`config.mk`:
```
export PLATFORM = sky130hd
export DESIGN_NAME = mux_arb_2_1
export DESIGN_NICKNAME = d
export VERILOG_FILES = /design/src/rtl/mux_arb_2_1_pkg.sv /design/src/rtl/MUX_32_2_1.sv /design/src/rtl/mux_arb_2_1.sv
export SDC_FILE = /design/constraint.sdc
export NUM_CORES = 1
export LEC_CHECK = 0
export ABC_AREA = 1
export CAP_MARGIN = 0
export CORE_MARGIN = 5
export CORE_UTILIZATION = 40
export DETAILED_ROUTE_END_ITERATION = 7
export MAX_ROUTING_LAYER = met4
export PLACE_DENSITY = 0.79
export SYNTH_ARGS = -nofsm -noshare
export SYNTH_HDL_FRONTEND = slang
export SYNTH_HIERARCHICAL = 1
export SYNTH_SLANG_ARGS = --single-unit
```
`constraint.sdc`:
```
create_clock -name clk -period 1.5 [get_ports clk]
set_input_delay 0.3 -clock clk [delete_from_list [all_inputs] [get_ports clk]]
set_output_delay 0.3 -clock clk [all_outputs]
set_load 0.02 [all_outputs]
```
`src/rtl/mux_arb_2_1_pkg.sv`:
```
`default_nettype none
// =============================================================================
// Module : mux_arb_2_1_pkg
// Brief  : Shared grant-state encoding and default data width for mux_arb_2_1.
// Rev    : 1.0
// =============================================================================
package mux_arb_2_1_pkg;

  localparam int C_WIDTH_DEFAULT = 32;

  typedef enum logic [1:0] {
    IDLE   = 2'd0,
    GRANT0 = 2'd1,
    GRANT1 = 2'd2
  } state_t;

endpackage
`default_nettype wire

```
`src/rtl/MUX_32_2_1.sv`:
```
`default_nettype none
// =============================================================================
// Module : MUX_32_2_1
// Brief  : Shared 2:1 datapath multiplexer (s=0 selects a0, s=1 selects a1).
// Rev    : 1.0
// =============================================================================
module MUX_32_2_1 #(
  parameter int WIDTH = 32
) (
  input  logic [WIDTH-1:0] a0,
  input  logic [WIDTH-1:0] a1,
  input  logic             s,
  output logic [WIDTH-1:0] y
);

  assign y = s ? a1 : a0;

endmodule
`default_nettype wire

```
`src/rtl/mux_arb_2_1.sv`:
```
`default_nettype none
// =============================================================================
// Module : mux_arb_2_1
// Brief  : Two-requester burst-limited arbiter driving MUX_32_2_1, with a
//          registered valid/ready output stage.
//          MUX_ARB_RR_EN defined -> round-robin, otherwise fixed priority.
// Rev    : 1.0
// =============================================================================
module mux_arb_2_1
  import mux_arb_2_1_pkg::*;
#(
  parameter int WIDTH = C_WIDTH_DEFAULT,
  parameter int BURST = 4
) (
  input  logic             clk,
  input  logic             rst,
  input  logic             req0,
  input  logic             req1,
  input  logic [WIDTH-1:0] a0,
  input  logic [WIDTH-1:0] a1,
  output logic             gnt0,
  output logic             gnt1,
  output logic             ack0,
  output logic             ack1,
  output logic             s,
  output logic [WIDTH-1:0] y,
  output logic             y_valid,
  input  logic             y_ready
);

  localparam int                 C_CNT_W     = (BURST > 1) ? $clog2(BURST) : 1;
  localparam logic [C_CNT_W-1:0] C_LAST_BEAT = C_CNT_W'(BURST - 1);

  state_t             r_state;
  state_t             w_arb;
  logic               r_gnt0;
  logic               r_gnt1;
  logic               r_s;
  logic               r_y_valid;
  logic [WIDTH-1:0]   r_y;
  logic [C_CNT_W-1:0] r_beat;
  logic               w_load;
  logic               w_ack0;
  logic               w_ack1;
  logic               w_ack;
  logic               w_sel;
  logic               w_cur_req;
  logic               w_last_beat;
  logic               w_rearb;
  logic [WIDTH-1:0]   w_mux_y;

  assign w_load      = !r_y_valid || y_ready;
  assign w_ack0      = r_gnt0 && req0 && w_load;
  assign w_ack1      = r_gnt1 && req1 && w_load;
  assign w_ack       = w_ack0 || w_ack1;
  assign w_sel       = (r_state == GRANT1);
  assign w_cur_req   = (r_state == GRANT0) ? req0 : req1;
  assign w_last_beat = w_ack && (r_beat == C_LAST_BEAT);
  // Re-arbitrate from IDLE, when the owner lets go, or after its final beat.
  assign w_rearb     = (r_state == IDLE) || !w_cur_req || w_last_beat;

`ifdef MUX_ARB_RR_EN
  logic r_last;

  // r_last names the requester granted most recently; the other one wins a tie.
  always_comb begin
    w_arb = IDLE;
    if (req0 && req1) begin
      w_arb = r_last ? GRANT0 : GRANT1;
    end else if (req0) begin
      w_arb = GRANT0;
    end else if (req1) begin
      w_arb = GRANT1;
    end
  end
`else
  always_comb begin
    w_arb = IDLE;
    if (req0) begin
      w_arb = GRANT0;
    end else if (req1) begin
      w_arb = GRANT1;
    end
  end
`endif

  always_ff @(posedge clk or posedge rst) begin
    if (rst) begin
      r_state <= IDLE;
      r_gnt0  <= 1'b0;
      r_gnt1  <= 1'b0;
      r_beat  <= '0;
`ifdef MUX_ARB_RR_EN
      r_last  <= 1'b1;
`endif
    end else if (w_rearb) begin
      r_state <= w_arb;
      r_gnt0  <= (w_arb == GRANT0);
      r_gnt1  <= (w_arb == GRANT1);
      r_beat  <= '0;
`ifdef MUX_ARB_RR_EN
      if (w_arb != IDLE) begin
        r_last <= (w_arb == GRANT1);
      end
`endif
    end else if (w_ack) begin
      r_beat <= r_beat + C_CNT_W'(1);
    end
  end

  MUX_32_2_1 #(
    .WIDTH (WIDTH)
  ) u_mux (
    .a0 (a0),
    .a1 (a1),
    .s  (w_sel),
    .y  (w_mux_y)
  );

  always_ff @(posedge clk or posedge rst) begin
    if (rst) begin
      r_y       <= '0;
      r_s       <= 1'b0;
      r_y_valid <= 1'b0;
    end else if (w_ack) begin
      r_y       <= w_mux_y;
      r_s       <= w_sel;
      r_y_valid <= 1'b1;
    end else if (y_ready) begin
      r_y_valid <= 1'b0;
    end
  end

  assign gnt0    = r_gnt0;
  assign gnt1    = r_gnt1;
  assign ack0    = w_ack0;
  assign ack1    = w_ack1;
  assign s       = r_s;
  assign y       = r_y;
  assign y_valid = r_y_valid;

endmodule
`default_nettype wire

```
==> metrics.csv, run 1 <==
stage,metric,value,unit
synth,sequential area share after synthesis,0.420,
final_layout,most frequent cells in the layout,"157 x nand2_1, 67 x clkdlybuf4s50_1, 39 x dfrtp_1",
sta,worst rel slew slack,0.805,
grt,first-pass GRT wire length,9310,um
final_layout,"commonest non-fill, non-tap cell in the layout",nand2_1,
setup_path,"Req. time, crit path",1200,ps
floorplanning,die area,7430,sq um
floorplanning,Initial Util,0.417,
sta,clk_skew,7.18,ps
route,vias,2057,
setup_path,WP data arrival,1160,ps
grt,largest net degree at the start of global routing,40,
clocking,H-Tree Depth,2,
final_layout,share of layout cells above drive strength 1,0.206,
placed_design,HPWL Detailed,4240,um
clocking,CTS Sinks,39,
route,Starting DRT DRC Count,42,
sta,Max Clock Freq,685,MHz
sta,Fin. Hold Viols,0,
floorplanning,I/O pins,107,
setup_path,worst-path fanout max,2,
route,First-pass DRT Iterations,4,
floorplanning,Site Rows,27,
worst_hold_path,worst hold path class,in2async,
route,drt drc,0,
sta,Final WS setup,41.1,ps
synth,Synth Cell Area,2320,sq um
outcome,status,"finished, final reports clean",
job,# Max-Cap Violations,0,
placed_design,"worst slack, placed",-467,ps
synth,post-synth top area share,0.420,
sta,WHS,368,ps
setup_path,critical setup path kind,reg2out,
clocking,setup repair bufs after CTS,0,
floorplanning,Die Y,86.2,um
floorplanning,CORE AREA,5570,sq um
final_layout,Layout area overhead,50.5,%
final_layout,utilization after layout,0.627,
clocking,Clk Tree Root Cell,clkbuf_8,
clocking,latest clock arrival within the worst-skew pair,280,ps
clocking,maximum root-to-sink buffer count,2,
route,Routed WL per cell,11.7,um
synth,largest cells by area after synthesis,"dfrtp_1 42%, nand2_1 26%, nand2_4 11%",
synth,mux share of post-synthesis cell area,0,
sta,Period minus WS final,1460,ps
power,Leak,1.90,nW
placed_design,Final Wtd Congestion,0.767,
grt,grt ovf,0,
setup_path,CP max stage cell,dfrtp_1,
synth,Synth cell types,16,
grt,GRT Total Usage,0.160,
synth,Post-Synth Simple-Gate Area,0.476,
synth,YS warnings,6,
sta,setup TNS,0,ps
sta,RSZ-0062 raised after global routing,false,
placed_design,IO Port Bufs,106,
sta,Final Slew Violations,0,
synth,Post-Syn Instances,287,
setup_path,CP cell instances,"buf_4, dlygate4sd2_1",
synth,area share of fa/ha/maj cells after synthesis,0.00539,
final_layout,Inserted Diodes,0,
synth,syn nets,357,
route,via/cell ratio,4.37,
sta,final setup fails,0,
setup_path,CP peak stage delay,420,ps
setup_path,CP Capture Type,output port,
synth,Yosys reg bits,39,
final_layout,nets,468,
synth,Mean Syn Cell Area,8.10,sq um
setup_path,crit path buf inv count,2,
sta,worst slew pin tran,293,ps
clocking,Worst-path clk slew,80,ps
grt,vias in the first global route,2042,
setup_path,kind of cell adding the most delay to the critical path,buffers and inverters,
final_layout,fin cells,471,
floorplanning,Die Wd,86.2,um
route,DRT Wirelength,5510,um
power,Peak VDD IR,0.000698,V
sta,Final Cycle Share,0.973,
synth,Synth Area in XOR/XNOR,0,
clocking,TritonCTS Buffers,5,
power,power per cell area,1310,nW/um^2
grt,initial antenna violation count,0,
clocking,CTS tree,built,
synth,largest family of logic cells by synthesized area,simple AND/OR/NAND/NOR gates,
setup_path,startpoint types,register,
placed_design,Placed Cells,463,
synth,Synth Area in Compound Gates,0,
synth,largest area contributor in the netlist,dfrtp_1,
route,Final ANT Viol Nets,0,
## per-layer routing
layer / routed length [um] / vias to the layer above / global-route usage
met5: 0 / - / -
li1: - / 1073 / -
met3: 508 / 4 / 0.0542
met4: 28 / 0 / 0.0297
met1: 2340 / 905 / 0.188
met2: 2630 / 75 / 0.270
## where the power goes
part           leakage, nW  switching [W]  internal (W)
clock               0.0515       0.000347      0.000420
sequential           0.487       0.000280       0.00140
combinational         1.37        0.00123      0.000918
total                 1.90        0.00185       0.00274
## sequential cells by signal, summed over array words and instances, names as in the netlist
name,flops
gnt0,1
r_beat,2
r_state,2
s,1
y,32
y_valid,1
## synth_stat cells
| cell | instances |
|---|---|
| nand2_1 | 158 |
| dfrtp_1 | 39 |
| nand2_2 | 32 |
| nand2_4 | 22 |
| inv_1 | 7 |
| nand3_1 | 5 |
| buf_6 | 4 |
| buf_12 | 3 |
| buf_4 | 3 |
| clkbuf_8 | 3 |
| inv_2 | 3 |
| inv_8 | 2 |
| nand4_1 | 2 |
| nor2_1 | 2 |
| ha_1 | 1 |
| nand2_8 | 1 |
## final cells by class
| class | count | area, sq um |
|---|---|---|
| Sequential cell | 39 | 976 |
| Clock buffer | 8 | 100 |
| Multi-Input combinational cell | 223 | 1130 |
| Fill cell | 522 | 2080 |
| Timing Repair Buffer | 117 | 1140 |
| Inverter | 12 | 65.1 |
| Tap cell | 72 | 90.1 |
## what timing repair did
item / in CTS / in global routing
pin swaps: 1 / 0
gates resized for setup: 46 / 6
endpoints found under the setup margin: 38 / 4
hold buffers: 0 / 0
## cell families (layout without fill, tap and decap cells)
family / Yosys count / count (layout)
flops: 39 / 39
simple gates: 222 / 222
fa+ha+maj: 1 / 1
buf+inv: 25 / 137
## worst reg2reg max path, cell delays in order (launching register included)
cell	delay, ps
dfrtp_1	370
buf_4	120
inv_1	40
nor2_2	160
buf_12	180
inv_8	110
nand2_1	80
nand2_1	50
nand2_1	70
nand2_2	50
## per-stage QoR
step	total power (W)	instance area (sq um)
2_1_floorplan	0.00308	2320
3_3_place_gp	0.00410	3430
3_5_place_dp	0.00414	3430
4_1_cts	0.00466	3480
5_1_grt	0.00493	3500
6_report	0.00460	3500
## final timing paths
path	endpoint	slack [ps]	cells after the start	from
worst max-delay path	y_valid	40	2	y_valid$_DFFE_PP0P_
worst min-delay path	y[3]$_DFFE_PP0P_	370	3	rst
worst max register to register	y[31]$_DFFE_PP0P_	160	9	r_state[1]$_DFFE_PP0P_
worst min register to register	y[14]$_DFFE_PP0P_	470	2	y[14]$_DFFE_PP0P_
max in group asynchronous	y[19]$_DFFE_PP0P_	930	3	rst
min in group clk	r_state[1]$_DFFE_PP0P_	380	5	req1
Note: power is estimated with default switching activity, not from simulation.
==> run 2, diff against run 1 <==
--- a/config.mk
+++ b/config.mk
@@ -10,6 +10,7 @@
 export CORE_MARGIN = 5
 export CORE_UTILIZATION = 40
 export DETAILED_ROUTE_END_ITERATION = 7
+export GPL_TIMING_DRIVEN = 1
 export MAX_ROUTING_LAYER = met4
 export PLACE_DENSITY = 0.79
 export SYNTH_ARGS = -nofsm -noshare
==> results of run 2 <==
The final DEF is identical to that of run 1; final timing and power are the same.
==> edit 1, RTL diff (settings of run 2) <==
Change the package constant `C_WIDTH_DEFAULT` from 32 to 64.
--- a/src/rtl/mux_arb_2_1_pkg.sv
+++ b/src/rtl/mux_arb_2_1_pkg.sv
@@ -8,3 +8,3 @@
 
-  localparam int C_WIDTH_DEFAULT = 32;
+  localparam int C_WIDTH_DEFAULT = 64;
 
Ports: changed (resized a0, a1 and y); port bits go from 107 to 203. No check against the original RTL was run, so the function may have changed too.
==> edit 1 against run 2 <==
Sequential cell count up 32; final cell count up 79%; design area up 70%; power up 79%; global-route usage up 4.8 points; synthesized area up 56%; routed wire length up 110%; combinational power up 80%; sequential share of layout area up 2.0 points; setup slack worse by 4.5 ps; register-to-register slack worse by 40 ps.
==> edit 1: results (changes against run 2) <==
----------------------------------------------------
[Yosys]
  Number of unique standard cell types used by synthesis ... 13 (-3)
  Avg Synthesized Cell Area ... 6.90 um2 (-15%)
  Synth cell count leaders ... sky130_fd_sc_hd__nand2_1, sky130_fd_sc_hd__dfrtp_1, sky130_fd_sc_hd__buf_2

[Place]
  Pre-CTS WS ... -438 ps (+29.1 ps)
  Global placer's final weighted congestion ... 0.830 (+8.3%)
  Cells after DPL ... 825 (+78%)

[Global route]
  Wire length of the first global-routing pass ... 18.4 mm (+98%)

[Run status]
  Outcome ... complete, no violations

[Cells and area]
  Footprint of the multi-input gates ... 0.00160 mm2 (+42%)
  Proportion of layout cells with a drive suffix above 1 ... 6.26% (-14 points)
  Largest register FFs ... 64 (+100%)
  Net count reported at finish ... 866 (+85%)
  Final clock-cell share ... 2.76% (-0.10 points)
  Fill cell count ... 793 (+52%)

[Power]
  Power Internal ... 4880 uW (+78%)
  Seq. pwr ... 3000 uW (+79%)
  Share of total power consumed by net switching ... 40.6% (+0.25 points)

[Critical path]
  Worst setup slack for register-to-register paths ... 120 ps (-40 ps)
  Largest stage delay, worst path ... 480 ps (+60 ps)
  Critical Path Start ... req1
  Slowest CP cell ... sky130_fd_sc_hd__clkdlybuf4s50_1

[STA]
  Setup skew after layout ... 10.3 ps (+3.11 ps)
  Slew of the pin with the lowest slew margin ... 252 ps (-41.3 ps)

[Routing]
  WL final ... 11.3 mm (+110%)

[Clock tree]
  Number of buffers added by the clock tree synthesis step ... 9 (+4)

----------------------------------------------------
==> edit 1: cell count changes in the layout (fill, tap and decap cells not counted), sizes merged, moves of 8 or more <==
cell | before | now
clkbuf | 8 | 16
dlygate4sd2 | 36 | 66
dfrtp | 39 | 71
buf | 13 | 22
clkdlybuf4s50 | 67 | 132
nand2 | 213 | 404
==> edit 1: how the worst min path moves through the flow <==
stage | end | slack (ps) | cells past startpoint
6_report | y[62] | 380 | 3
5_1_grt | y[62] | 380 | 3
4_1_cts | y[4] | 370 | 3
3_5_place_dp | s | 460 | 2
3_3_place_gp | y[19] | 450 | 2
2_1_floorplan | gnt0 | 430 | 2
==> edit 1: logic make-up (layout without fill, tap and decap cells) <==
group | after synthesis | after routing
fa+ha+maj | 1 | 1
buf+inv | 39 | 249
simple gates | 414 | 414
flops | 71 | 71
==> edit 1: repair_timing <==
action / in CTS / in global routing
cloned: 0 / 1
buffers inserted: 0 / 3
setup endpoints to repair: 70 / 61
pin swaps: 0 / 1
gates resized for setup: 79 / 10
==> edit 2, RTL diff (flow settings as in run 2) <==
Made on the original files. Reset style: synchronous (`rst`), changed in 2 clocked blocks.
--- a/src/rtl/mux_arb_2_1.sv
+++ b/src/rtl/mux_arb_2_1.sv
@@ -86,3 +86,3 @@
 
-  always_ff @(posedge clk or posedge rst) begin
+  always_ff @(posedge clk) begin
     if (rst) begin
@@ -119,3 +119,3 @@
 
-  always_ff @(posedge clk or posedge rst) begin
+  always_ff @(posedge clk) begin
     if (rst) begin
Formal check against the unedited RTL: differs if rst is asserted again (counterexample within 4 cycles, from zero or initial values and one cycle with rst high); with rst held inactive, the same outputs for 10 cycles.
==> edit 2 against run 2 <==
Setup slack got worse by 5.8 ps; sequential cell count did not move; synthesized area fell by 14%; register-to-register slack got worse by 40 ps; design area fell by 9.0%; first-iteration DRC count rose by 100%; die area fell by 13%; routed wire length rose by 2.2%; critical path type is now in2out; highest routed layer unchanged.
Power is not compared: it rests on default switching activity, and its combinational part moved more than twofold at a synthesized area within 25%.
==> edit 2: results (changes against run 2) <==
----------------------------------------------------
[Cells and area]
  Fill cell count ... 430 (-18%)
  Sequential cell count ... 39 (unchanged)
  CLK BUF ... 6 (-2)
  Share of the final layout cell area in multi-input gates ... 30.8% (-1.4 points)
  Proportion of layout cells with a drive suffix above 1 ... 10.4% (-10 points)
  Multi-input gates ... 226 (+1.3%)
  Final standard cell utilization of the core ... 66.5% (+3.7 points)
  Fraction of standard cell area that is sequential ... 24.5% (-3.4 points)
  Non-filler cells in the finished layout ... 470 (-0.21%)

[Yosys]
  Complex-gate fraction of the synthesized area ... 9.05% (+9.0 points)
  Number of unique standard cell types used by synthesis ... 21 (+5)
  Most common flop cell mapped by yosys ... sky130_fd_sc_hd__dfxtp_1
  Adder and majority cell fraction of the synthesized area ... 0.628% (+0.090 points)
  Leading post-synthesis cells by cell area ... sky130_fd_sc_hd__dfxtp_1, sky130_fd_sc_hd__nand2_1, sky130_fd_sc_hd__nor2_1, sky130_fd_sc_hd__o21ai_0, sky130_fd_sc_hd__buf_6
  Portion of the post-synthesis area used by sequential elements ... 39.2% (-2.8 points)
  Synth cell count leaders ... sky130_fd_sc_hd__nand2_1, sky130_fd_sc_hd__nor2_1, sky130_fd_sc_hd__dfxtp_1

[Power]
  Total power draw ... just under 3000 uW

[Global route]
  Vias in the first global route ... 1956 (-4.2%)
  Met3 Use GR ... 7.85% (+2.4 points)
  Met1 track demand over resource ... 19.6% (+0.76 points)
  GRT Resource Usage Total ... 17.8% (+1.8 points)
  Wire length of the first global-routing pass ... 8.89 mm (-4.4%)
  Met2 track demand over resource ... 29.6% (+2.7 points)

[Critical path]
  Critical R2R Launch ... r_state[1]
  End of the worst register-to-register path ... y[19]
  Worst setup slack for register-to-register paths ... 120 ps (-40 ps)

[Place]
  Global placer's final weighted congestion ... 0.748 (-2.4%)
  Cells after DPL ... 461 (-0.43%)
  Pre-CTS WS ... -428 ps (+38.5 ps)
  Cell Area, Placed ... 0.00308 mm2 (-10%)

[STA]
  Slew of the pin with the lowest slew margin ... 249 ps (-43.7 ps)
  Setup skew after layout ... 9.76 ps (+2.58 ps)

[Routing]
  Length of routed met2 wiring ... 2.40 mm (-8.7%)
  Violation count after the first detailed-routing iteration ... 84 (+100%)
  WL final ... 5.63 mm (+2.2%)
  DRT met1 WL ... 2.43 mm (+3.5%)

[Run status]
  Outcome ... complete, no violations

[Die]
  Placement Rows ... 25 (-7.4%)

----------------------------------------------------
[edit 2: what timing repair did]
action	in CTS	in global routing
setup endpoints to repair	38	5
gates cloned	0	1
gates resized for setup	44	5
[edit 2: worst max path at each step]
| stage | startpoint | slack (ps) | cells after the start | to |
|---|---|---|---|---|
| after detailed placement | y_ready | -430 | 6 | ack0 |
| after floorplan | r_state[1] | 170 | 9 | y[0] |
| final | req1 | 40 | 6 | ack1 |
| after CTS | req1 | 10 | 6 | ack1 |
| after global placement | req1 | -430 | 6 | ack1 |
| after global routing | req1 | 5 | 6 | ack1 |
[edit 2: worst max-delay path: stages]
cell,delay [ps]
sky130_fd_sc_hd__clkdlybuf4s50_1,480
sky130_fd_sc_hd__nand2_1,70
sky130_fd_sc_hd__inv_1,90
sky130_fd_sc_hd__nand2_4,50
sky130_fd_sc_hd__inv_1,50
sky130_fd_sc_hd__buf_4,130
